## src/rtl/reg_write_bank_if.sv

```systemverilog
// Write/clear/readback bus of the 8x32 register bank.
// master: requester side (drives write requests and clear pulse).
// slave : the bank itself.
interface reg_write_bank_if #(
   parameter int WIDTH = 32
);
   logic                        wr_valid;
   logic                        wr_ready;
   logic [2:0]                  wr_addr;
   logic [WIDTH-1:0]            wr_data;
   logic [WIDTH/8-1:0]          wr_be;
   logic                        clr_req;
   logic                        busy;
   logic                        wr_done;
   logic [7:0][WIDTH-1:0]       rd_words;

   modport master (
      output wr_valid, wr_addr, wr_data, wr_be, clr_req,
      input  wr_ready, busy, wr_done, rd_words
   );

   modport slave (
      input  wr_valid, wr_addr, wr_data, wr_be, clr_req,
      output wr_ready, busy, wr_done, rd_words
   );
endinterface

```

## src/rtl/reg_write_bank.sv

```systemverilog
// reg_write_bank: write side of the 8x32 register bank.
// One-entry write buffer (drains every cycle), byte-masked merge,
// sequenced one-register-per-cycle bank clear (IDLE/CLEAR FSM).
// Optional feature macro: REG_BANK_ZERO_REG_EN -- register 0 hardwired to 0.
module reg_write_bank #(
   parameter int NREGS = 8,
   parameter int WIDTH = 32
) (
   input  logic            clk,
   input  logic            reset,
   reg_write_bank_if.slave bus
);
   localparam int NB = WIDTH / 8;

   typedef enum logic {IDLE = 1'b0, CLEAR = 1'b1} state_t;

   typedef struct packed {
      logic [2:0]       addr;
      logic [WIDTH-1:0] data;
      logic [NB-1:0]    be;
   } wr_req_t;

   state_t                        state_q, state_d;
   logic [2:0]                    cnt_q, cnt_d;
   wr_req_t                       buf_q;
   logic                          buf_vld_q;
   logic [NREGS-1:0][WIDTH-1:0]   regs_q, regs_d;
   logic                          ready;
   logic                          accept;

   assign accept = bus.wr_valid && ready;

   // FSM state and clear counter register
   always_ff @(posedge clk or posedge reset) begin
      if (reset) begin
         state_q <= IDLE;
         cnt_q   <= '0;
      end else begin
         state_q <= state_d;
         cnt_q   <= cnt_d;
      end
   end

   // FSM next state: clr_req only honoured in IDLE, so a clear never restarts
   always_comb begin
      state_d = state_q;
      cnt_d   = cnt_q;
      case (state_q)
         IDLE: begin
            if (bus.clr_req) begin
               state_d = CLEAR;
               cnt_d   = '0;
            end
         end
         CLEAR: begin
            cnt_d = cnt_q + 3'd1;
            if (cnt_q == 3'd7) state_d = IDLE;
         end
         default: state_d = IDLE;
      endcase
   end

   // FSM outputs: writes only accepted while idle
   always_comb begin
      ready    = (state_q == IDLE);
      bus.busy = (state_q == CLEAR);
   end

   assign bus.wr_ready = ready;

   // One-entry write buffer; it is emptied by the commit on the following edge
   always_ff @(posedge clk or posedge reset) begin
      if (reset) begin
         buf_vld_q <= 1'b0;
         buf_q     <= '0;
      end else begin
         buf_vld_q <= accept;
         if (accept) buf_q <= '{addr: bus.wr_addr, data: bus.wr_data, be: bus.wr_be};
      end
   end

   // Register next state: buffered commit first, then clear, so a clear of the
   // same register on the same edge leaves it zero
   always_comb begin
      regs_d = regs_q;
      if (buf_vld_q) begin
         for (int b = 0; b < NB; b++) begin
            if (buf_q.be[b]) regs_d[buf_q.addr][8*b +: 8] = buf_q.data[8*b +: 8];
         end
      end
      if (state_q == CLEAR) regs_d[cnt_q] = '0;
`ifdef REG_BANK_ZERO_REG_EN
      regs_d[0] = '0;
`else
`endif
   end

   // Register bank storage
   always_ff @(posedge clk or posedge reset) begin
      if (reset) regs_q <= '0;
      else       regs_q <= regs_d;
   end

   assign bus.wr_done  = buf_vld_q;
   assign bus.rd_words = regs_q;
endmodule

```

## src/flat_wrapper.sv

```systemverilog
// flat-port wrapper written by rule: the top's interface ports become plain ports
module reg_write_bank_flat 
#(
   parameter int NREGS = 8,
   parameter int WIDTH = 32
)
  (clk, reset, bus_wr_valid, bus_wr_addr, bus_wr_data, bus_wr_be, bus_clr_req, bus_wr_ready, bus_busy, bus_wr_done, bus_rd_words);
  reg_write_bank_if #(.WIDTH(WIDTH)) bus_i ();
  input  logic clk;
  input  logic reset;
  input wire logic [$bits(bus_i.wr_valid)-1:0] bus_wr_valid;
  input wire logic [$bits(bus_i.wr_addr)-1:0] bus_wr_addr;
  input wire logic [$bits(bus_i.wr_data)-1:0] bus_wr_data;
  input wire logic [$bits(bus_i.wr_be)-1:0] bus_wr_be;
  input wire logic [$bits(bus_i.clr_req)-1:0] bus_clr_req;
  output wire logic [$bits(bus_i.wr_ready)-1:0] bus_wr_ready;
  output wire logic [$bits(bus_i.busy)-1:0] bus_busy;
  output wire logic [$bits(bus_i.wr_done)-1:0] bus_wr_done;
  output wire logic [$bits(bus_i.rd_words)-1:0] bus_rd_words;
  assign bus_i.wr_valid = bus_wr_valid;
  assign bus_i.wr_addr = bus_wr_addr;
  assign bus_i.wr_data = bus_wr_data;
  assign bus_i.wr_be = bus_wr_be;
  assign bus_i.clr_req = bus_clr_req;
  assign bus_wr_ready = bus_i.wr_ready;
  assign bus_busy = bus_i.busy;
  assign bus_wr_done = bus_i.wr_done;
  assign bus_rd_words = bus_i.rd_words;
  reg_write_bank #(.NREGS(NREGS), .WIDTH(WIDTH)) u_core (.clk(clk), .reset(reset), .bus(bus_i));
endmodule
```

## config.mk

```make
export PLATFORM = sky130hd
export DESIGN_NAME = reg_write_bank_flat
export DESIGN_NICKNAME = d
export VERILOG_FILES = /design/src/rtl/reg_write_bank_if.sv /design/src/rtl/reg_write_bank.sv /design/src/flat_wrapper.sv
export SDC_FILE = /design/constraint.sdc
export NUM_CORES = 1
export LEC_CHECK = 0
export CAP_MARGIN = 0
export CORE_MARGIN = 2
export CORE_UTILIZATION = 35
export CTS_CLUSTER_DIAMETER = 40
export CTS_CLUSTER_SIZE = 30
export DETAILED_ROUTE_END_ITERATION = 12
export DONT_BUFFER_PORTS = 1
export PLACE_DENSITY_LB_ADDON = 0.12
export SKIP_LAST_GASP = 1
export SYNTH_ARGS = -nofsm -noshare
export SYNTH_HDL_FRONTEND = slang
export SYNTH_SLANG_ARGS = --single-unit
```

## constraint.sdc

```tcl
create_clock -name clk -period 12.05 [get_ports clk]
set_clock_uncertainty 0.2 [all_clocks]
set_input_delay 3.615 -clock clk [delete_from_list [all_inputs] [get_ports clk]]
set_output_delay 3.615 -clock clk [all_outputs]
set_load 0.03 [all_outputs]
```

==> impl_metrics.py, run 1 <==
metrics = {
    "power_and_ir_drop": {
        "power.internal_uw": 2560,
        "p_sw_uw": 1800,
        "p_total_uw": 4360,
        "clkPwrFrac_pct": 37.0,
        "combPwrFrac_pct": 20.4,
        "ir_worst_vdd_v": 0.000116,
        "powerDensity_nw_per_um2": 280,
        "pwr-share-seq_pct": 42.7,
        "power.leakage_uw": 0.00670,
        "swShare_pct": 41.3,
    },
    "place": {
        "routabilityCongestion": 0.750,
        "port_buffers": 0,
        "dp_slack_ps": 6310,
        "dpl.hpwl_mm": 29.8,
    },
    "clock_network": {
        "cts_tree": "done",
        "clock_latency_ps": 580,
        "path_clk_slew_ps": 50,
        "cts_sinks": 300,
        "holdBufCountCts": 0,
        "cts-buffers-inserted": 52,
        "clk_path_buf_depth": 3,
        "root_buffer": "clkbuf_16",
        "post_cts.repair.setup_buffers": 0,
        "post_cts_resized": 0,
        "cts-htree-levels": 2,
    },
    "global_route": {
        "antenna_found_initial": 5,
        "grt_max_degree": 161,
        "grt_pass1_wl_mm": 72.2,
        "overflow": 0,
        "track_usage_pct": 23.5,
        "grt_pass1_vias": 10200,
    },
    "floorplanning": {
        "die_w_um": 202,
        "ios": 302,
        "initial_core_util_pct": 35.4,
        "rows": 72,
        "core_um2": 38600,
        "die_area_um2": 40700,
        "dieHeight_um": 202,
    },
    "yosys": {
        "synth_area_leaders": "dfrtp_1 (55%), a21boi_1 (13%), nand3_1 (9.5%)",
        "synth-compound-area-share_pct": 23.5,
        "synthSimpleGateAreaFrac_pct": 11.3,
        "synth-async-reset-ratio_pct": 100,
        "synth_xor_area_share_pct": 0,
        "synth_top_family_by_area": "compound AO/OA/AOI/OAI gates",
        "syn-num-nets": 1376,
        "ys_seq_area_share_pct": 54.8,
        "netlist_area_um2": 13700,
        "synth_area_leader_cell": "dfrtp_1",
        "syn_avg_cell_area_um2": 10.3,
        "ys_warn_count": 0,
        "synthAdderAreaFrac_pct": 0.183,
        "synth_edf_count": 0,
        "synth_mux_area_share_pct": 3.21,
        "postSynthCellCount": 1331,
        "synth.top_cell.area_share_pct": 54.8,
        "synth_cell_type_count": 28,
        "synthFlopType": "dfrtp_1",
        "synth-seq-cells": 300,
    },
    "critical_path": {
        "crit_type": "reg -> out",
        "crit_arrival_ps": 1730,
        "cpLargestDelayFamily": "flip-flops",
        "critPathLaunchType": "flip-flop",
        "path_max_fanout": 13,
        "slowest_stage": "dfrtp_1",
        "path_buf_inv": 1,
        "crit_chain": "inv_2",
        "worstSetupEndpointType": "output pin",
        "cp.required_ps": 8230,
        "critPathMaxStageDelay_ps": 840,
    },
    "sta": {
        "hold_viol_final": 0,
        "hold_slack_ps": 389,
        "worst_slack_ps": 6510,
        "drv_slew": 0,
        "rsz0062_at_grt": "no",
        "fmax_ghz": 0.180,
        "finalCriticalPeriod_ps": 5540,
        "worst_slew_pin_slew_ps": 1280,
        "finalSetupViolCount": 0,
        "slew_headroom_pct": 14.8,
        "finalCritPeriodShare_pct": 46.0,
        "tns_ps": 0,
    },
    "final_layout": {
        "drive_gt1_share_pct": 13.5,
        "fillers": 3752,
        "nets": 1281,
        "utilization_pct": 40.3,
        "seq_area_um2": 7510,
        "syn_to_final_growth_pct": 13.7,
        "multi_input_comb_area_um2": 5270,
    },
    "job": {
        "drv_cap": 0,
    },
    "drt": {
        "drt_iter0_drc": 769,
        "firstDrtPassIters": 4,
        "post_drt_wl_per_cell_um": 26.9,
        "vias": 10200,
        "drt_drc_violations_left": 0,
        "wl_mm": 48.5,
        "avgViaCountPerCell": 5.67,
        "antenna_left": 0,
    },
    "hold_path": {
        "hp-class": "reg -> reg",
    },
    "status": {
        "status": "completed",
    },
}
registers in the layout (all words and copies together) (netlist names):
name and flops:
u_core.bus.rd_words 256, u_core.buf_q 39, u_core.cnt_q 3, u_core.bus.busy 1, u_core.bus.wr_done 1
cells in the final DEF, fill, tap and decap left out, types with 2 or more instances in the layout:
master / synthesis / final
ha_1: 2 / 2
and3_1: 4 / 4
clkbuf_1: 70 / 4
clkinv_4: 0 / 3
nand2b_2: 0 / 2
diode_2: 0 / 3
clkinvlp_4: 0 / 7
nor2_1: 2 / 2
clkbuf_8: 0 / 7
clkbuf_16: 0 / 53
o21ai_0: 259 / 259
nand2_1: 6 / 5
a21boi_1: 231 / 231
mux2_2: 39 / 39
clkinv_2: 0 / 8
dfrtp_1: 300 / 300
nand3b_1: 5 / 5
bufinv_16: 0 / 10
buf_4: 19 / 26
or4b_4: 2 / 2
a21boi_0: 25 / 25
and3b_1: 4 / 4
nand3_1: 261 / 261
nor2b_4: 0 / 3
nand4b_1: 3 / 3
inv_6: 0 / 6
layer usage:
metal | GRT usage [%] | up-vias | part of all wire, %
met2 | 35.4 | 356 | 46
met4 | 7.90 | 4 | 2.6
li1 | - | 4572 | -
met1 | 31.1 | 5197 | 42
met5 | 0 | - | 0.068
met3 | 8.93 | 77 | 9.2
path summary, 6_finish.rpt:
kind	start	to	slack, ps	depth (start not counted)
setup / recovery	u_core.bus.busy$_DFF_PP0_	bus_wr_ready	6510	1
hold / removal	u_core.buf_q[2]$_DFFE_PP0P_	u_core.buf_q[2]$_DFFE_PP0P_	390	1
setup reg to reg	u_core.bus.wr_done$_DFF_PP0_	u_core.bus.rd_words[189]$_DFF_PP0_	9190	3
hold reg to reg	u_core.buf_q[2]$_DFFE_PP0P_	u_core.buf_q[2]$_DFFE_PP0P_	390	1
max in group asynchronous	reset	u_core.bus.rd_words[102]$_DFF_PP0_	6980	3
min in group asynchronous	reset	u_core.bus.rd_words[80]$_DFF_PP0_	2630	1
final cells by class:
class | instances | share of cell area [%]
Timing Repair Buffer | 27 | 1.38
Sequential cell | 300 | 48.2
Clock buffer | 64 | 9.23
Inverter | 2 | 0.0723
Tap cell | 518 | 4.16
Antenna cell | 3 | 0.0482
Clock inverter | 34 | 3.05
Multi-Input combinational cell | 853 | 33.8
logic make-up after synthesis:
kind of cell	after synthesis
buffers and inverters	178
AOI/OAI and AO/OA	516
and+or+nand+nor	296
DFF	300
muxes	39
adders and majority gates	2
power groups by stage:
stage	clock network (uW)	logic [uW]	registers, uW
finish	1610	889	1860
global route	1690	974	1890
CTS	1650	912	1860
detailed placement	0	911	1880
global placement	0	901	1880
floorplan	0	807	1560
per-stage QoR:
| stage | instances | area [um^2] |
|---|---|---|
| finish | 1801 | 15600 |
| global route | 1801 | 15600 |
| CTS | 1798 | 15600 |
| detailed placement | 1700 | 13600 |
| global placement | 1700 | 13600 |
| floorplan | 1331 | 13700 |
cells in the mapped netlist, types with 2 or more instances:
master and number:
a21boi_0 25, a21boi_1 231, and3_1 4, and3b_1 4
buf_2 66, buf_4 19, buf_6 18, clkbuf_1 70
clkbuf_2 3, dfrtp_1 300, ha_1 2, mux2_2 39
nand2_1 6, nand2b_1 2, nand3_1 261, nand3b_1 5
nand4b_1 3, nor2_1 2, nor2b_1 3, o21ai_0 259
or4b_4 2
Power figures use the tool's default switching activity.
==> run 2, diff against run 1 <==
==> constraint.sdc (replaced) <==
create_clock -name clk -period 5.4 [get_ports clk]
set_clock_uncertainty 0.2 [all_clocks]
set_input_delay 1.62 -clock clk [delete_from_list [all_inputs] [get_ports clk]]
set_output_delay 1.62 -clock clk [all_outputs]
set_load 0.03 [all_outputs]
==> run 2 against run 1 <==
  * Power increased by 120%
  * Largest cell class unchanged
  * Global-route usage increased by 0.21 points
  * Critical path depth unchanged
==> impl_metrics.py, run 2 (synthesized netlist as in run 1, its figures left out) <==
metrics = {
    "final_layout": {
        "layout_common_cells": "dfrtp_1 (300), nand3_1 (261), o21ai_0 (259)",
        "layout_commonest_cell": "dfrtp_1",
        "drive_gt1_share_pct": 13.4,
        "utilization_pct": 40.0,
        "largest_reg_flops": 256,
        "finalNonFillerCells": 1799,
        "fillers": 3806,
        "finalInstanceArea_um2": 15500,
        "nets": 1283,
        "syn_to_final_growth_pct": 12.9,
    },
    "drt": {
        "drt_iter0_drc": 678,
        "topRoutingLayerUsed": "met5",
        "antenna_left": 0,
        "drt_drc_violations_left": 0,
        "met2_length_mm": 23.0,
        "avgViaCountPerCell": 5.68,
        "met3_length_mm": 4.06,
        "wl_mm": 48.7,
        "wl_met1_mm": 20.5,
        "post_drt_wl_per_cell_um": 27.1,
        "firstDrtPassIters": 5,
        "vias": 10200,
    },
    "job": {
        "drv_cap": 0,
    },
    "clock_network": {
        "holdBufCountCts": 0,
        "clock_latency_ps": 580,
        "cts-buffers-inserted": 51,
        "path_clk_slew_ps": 50,
        "root_buffer": "clkbuf_16",
        "cts-htree-levels": 2,
        "post_cts_resized": 0,
        "cts_tree": "done",
        "post_cts.repair.setup_buffers": 0,
        "cts_sinks": 300,
        "clk_path_buf_depth": 3,
    },
    "critical_path": {
        "path_buf_inv": 1,
        "worstSetupEndpointType": "output pin",
        "r2r-start": "u_core.bus.wr_done$_DFF_PP0_",
        "crit_type": "reg -> out",
        "path_max_fanout": 13,
        "cpLargestDelayFamily": "flip-flops",
        "critPathMaxStageDelay_ps": 840,
        "crit_arrival_ps": 1730,
        "crit_chain": "inv_2",
        "slowest_stage": "dfrtp_1",
        "cp.required_ps": 3580,
        "critPathLaunchType": "flip-flop",
        "crit_start": "u_core.bus.busy$_DFF_PP0_",
    },
    "floorplanning": {
        "initial_core_util_pct": 35.4,
        "dieHeight_um": 202,
        "ios": 302,
        "die_w_um": 202,
        "core_um2": 38600,
        "rows": 72,
        "die_area_um2": 40700,
    },
    "global_route": {
        "antenna_found_initial": 3,
        "track_usage_pct": 23.7,
        "grt_pass1_vias": 10300,
        "grt_pass1_wl_mm": 72.8,
        "overflow": 0,
        "grt_max_degree": 110,
    },
    "place": {
        "placed_cells_incl_taps": 1703,
        "dpl.hpwl_mm": 30.1,
        "port_buffers": 0,
        "place_area_um2": 13700,
        "routabilityCongestion": 0.756,
    },
    "sta": {
        "hold_viol_final": 0,
        "finalCriticalPeriod_ps": 3550,
        "slew_headroom_pct": 15.9,
        "rsz0062_at_grt": "no",
        "worst_slew_pin_slew_ps": 1260,
        "drv_slew": 0,
        "finalSetupViolCount": 0,
        "finalCritPeriodShare_pct": 65.8,
        "fmax_ghz": 0.282,
    },
    "status": {
        "status": "completed",
    },
    "power_and_ir_drop": {
        "p_total_uw": 9490,
        "ir_worst_vdd_v": 0.000229,
        "power.leakage_uw": 0.00666,
        "powerDensity_nw_per_um2": 614,
    },
    "hold_path": {
        "hp-start": "u_core.buf_q[3]$_DFFE_PP0P_",
        "hp-class": "reg -> reg",
    },
}
==> run 2: cell types whose count changed in the layout (fill, tap and decap cells not counted) <==
cell / before / now
buf_12: 1 / 3
buf_4: 26 / 27
bufinv_16: 10 / 7
clkbuf_1: 4 / 6
clkbuf_16: 53 / 51
clkinv_2: 8 / 11
clkinv_4: 3 / 5
clkinvlp_4: 7 / 6
diode_2: 3 / 1
inv_6: 6 / 3
inv_8: 1 / 0
==> run 2: where the power goes <==
| group | switching (uW) | internal, uW |
|---|---|---|
| combinational | 1340 | 657 |
| sequential | 1470 | 2680 |
| clock | 1180 | 2170 |
| total | 3990 | 5500 |
==> run 2: path summary, 6_finish.rpt <==
path	end	slack, ps	depth (start not counted)
worst max-delay path	bus_wr_ready	1850	1
worst min-delay path	u_core.buf_q[3]$_DFFE_PP0P_	370	1
min in group asynchronous	u_core.bus.rd_words[149]$_DFF_PP0_	770	1
worst min register to register	u_core.buf_q[3]$_DFFE_PP0P_	370	1
worst max register to register	u_core.bus.rd_words[238]$_DFF_PP0_	2470	3
max in group asynchronous	u_core.buf_q[37]$_DFFE_PP0P_	3220	2
==> run 2: area by class of cell <==
| type | count | area (um^2) | share of cell area, % |
|---|---|---|---|
| diodes | 1 | 2.50 | 0.0162 |
| well taps | 518 | 648 | 4.19 |
| inverters | 2 | 11.3 | 0.0728 |
| clock inverters | 31 | 373 | 2.41 |
| clock buffers | 64 | 1400 | 9.02 |
| flip-flops and latches | 300 | 7510 | 48.5 |
| repair buffers | 30 | 263 | 1.70 |
| multi-input cells | 853 | 5270 | 34.1 |
==> run 2: metrics by stage <==
| step | setup slack, ps | hold slack, ps | TNS (ps) |
|---|---|---|---|
| 2_1_floorplan | -407 | 333 | -122120 |
| 3_3_place_gp | 1820 | 357 | 0 |
| 3_5_place_dp | 1810 | 363 | 0 |
| 4_1_cts | 1810 | 377 | 0 |
| 5_1_grt | 1800 | 401 | 0 |
| 6_report | 1850 | 372 | 0 |
==> run 2: metal layers <==
| metal | vias to the layer above | global-route usage (%) |
|---|---|---|
| met5 | - | 0 |
| met2 | 328 | 37.2 |
| met4 | 4 | 7.62 |
| met3 | 80 | 8.03 |
| met1 | 5247 | 30.9 |
| li1 | 4568 | - |
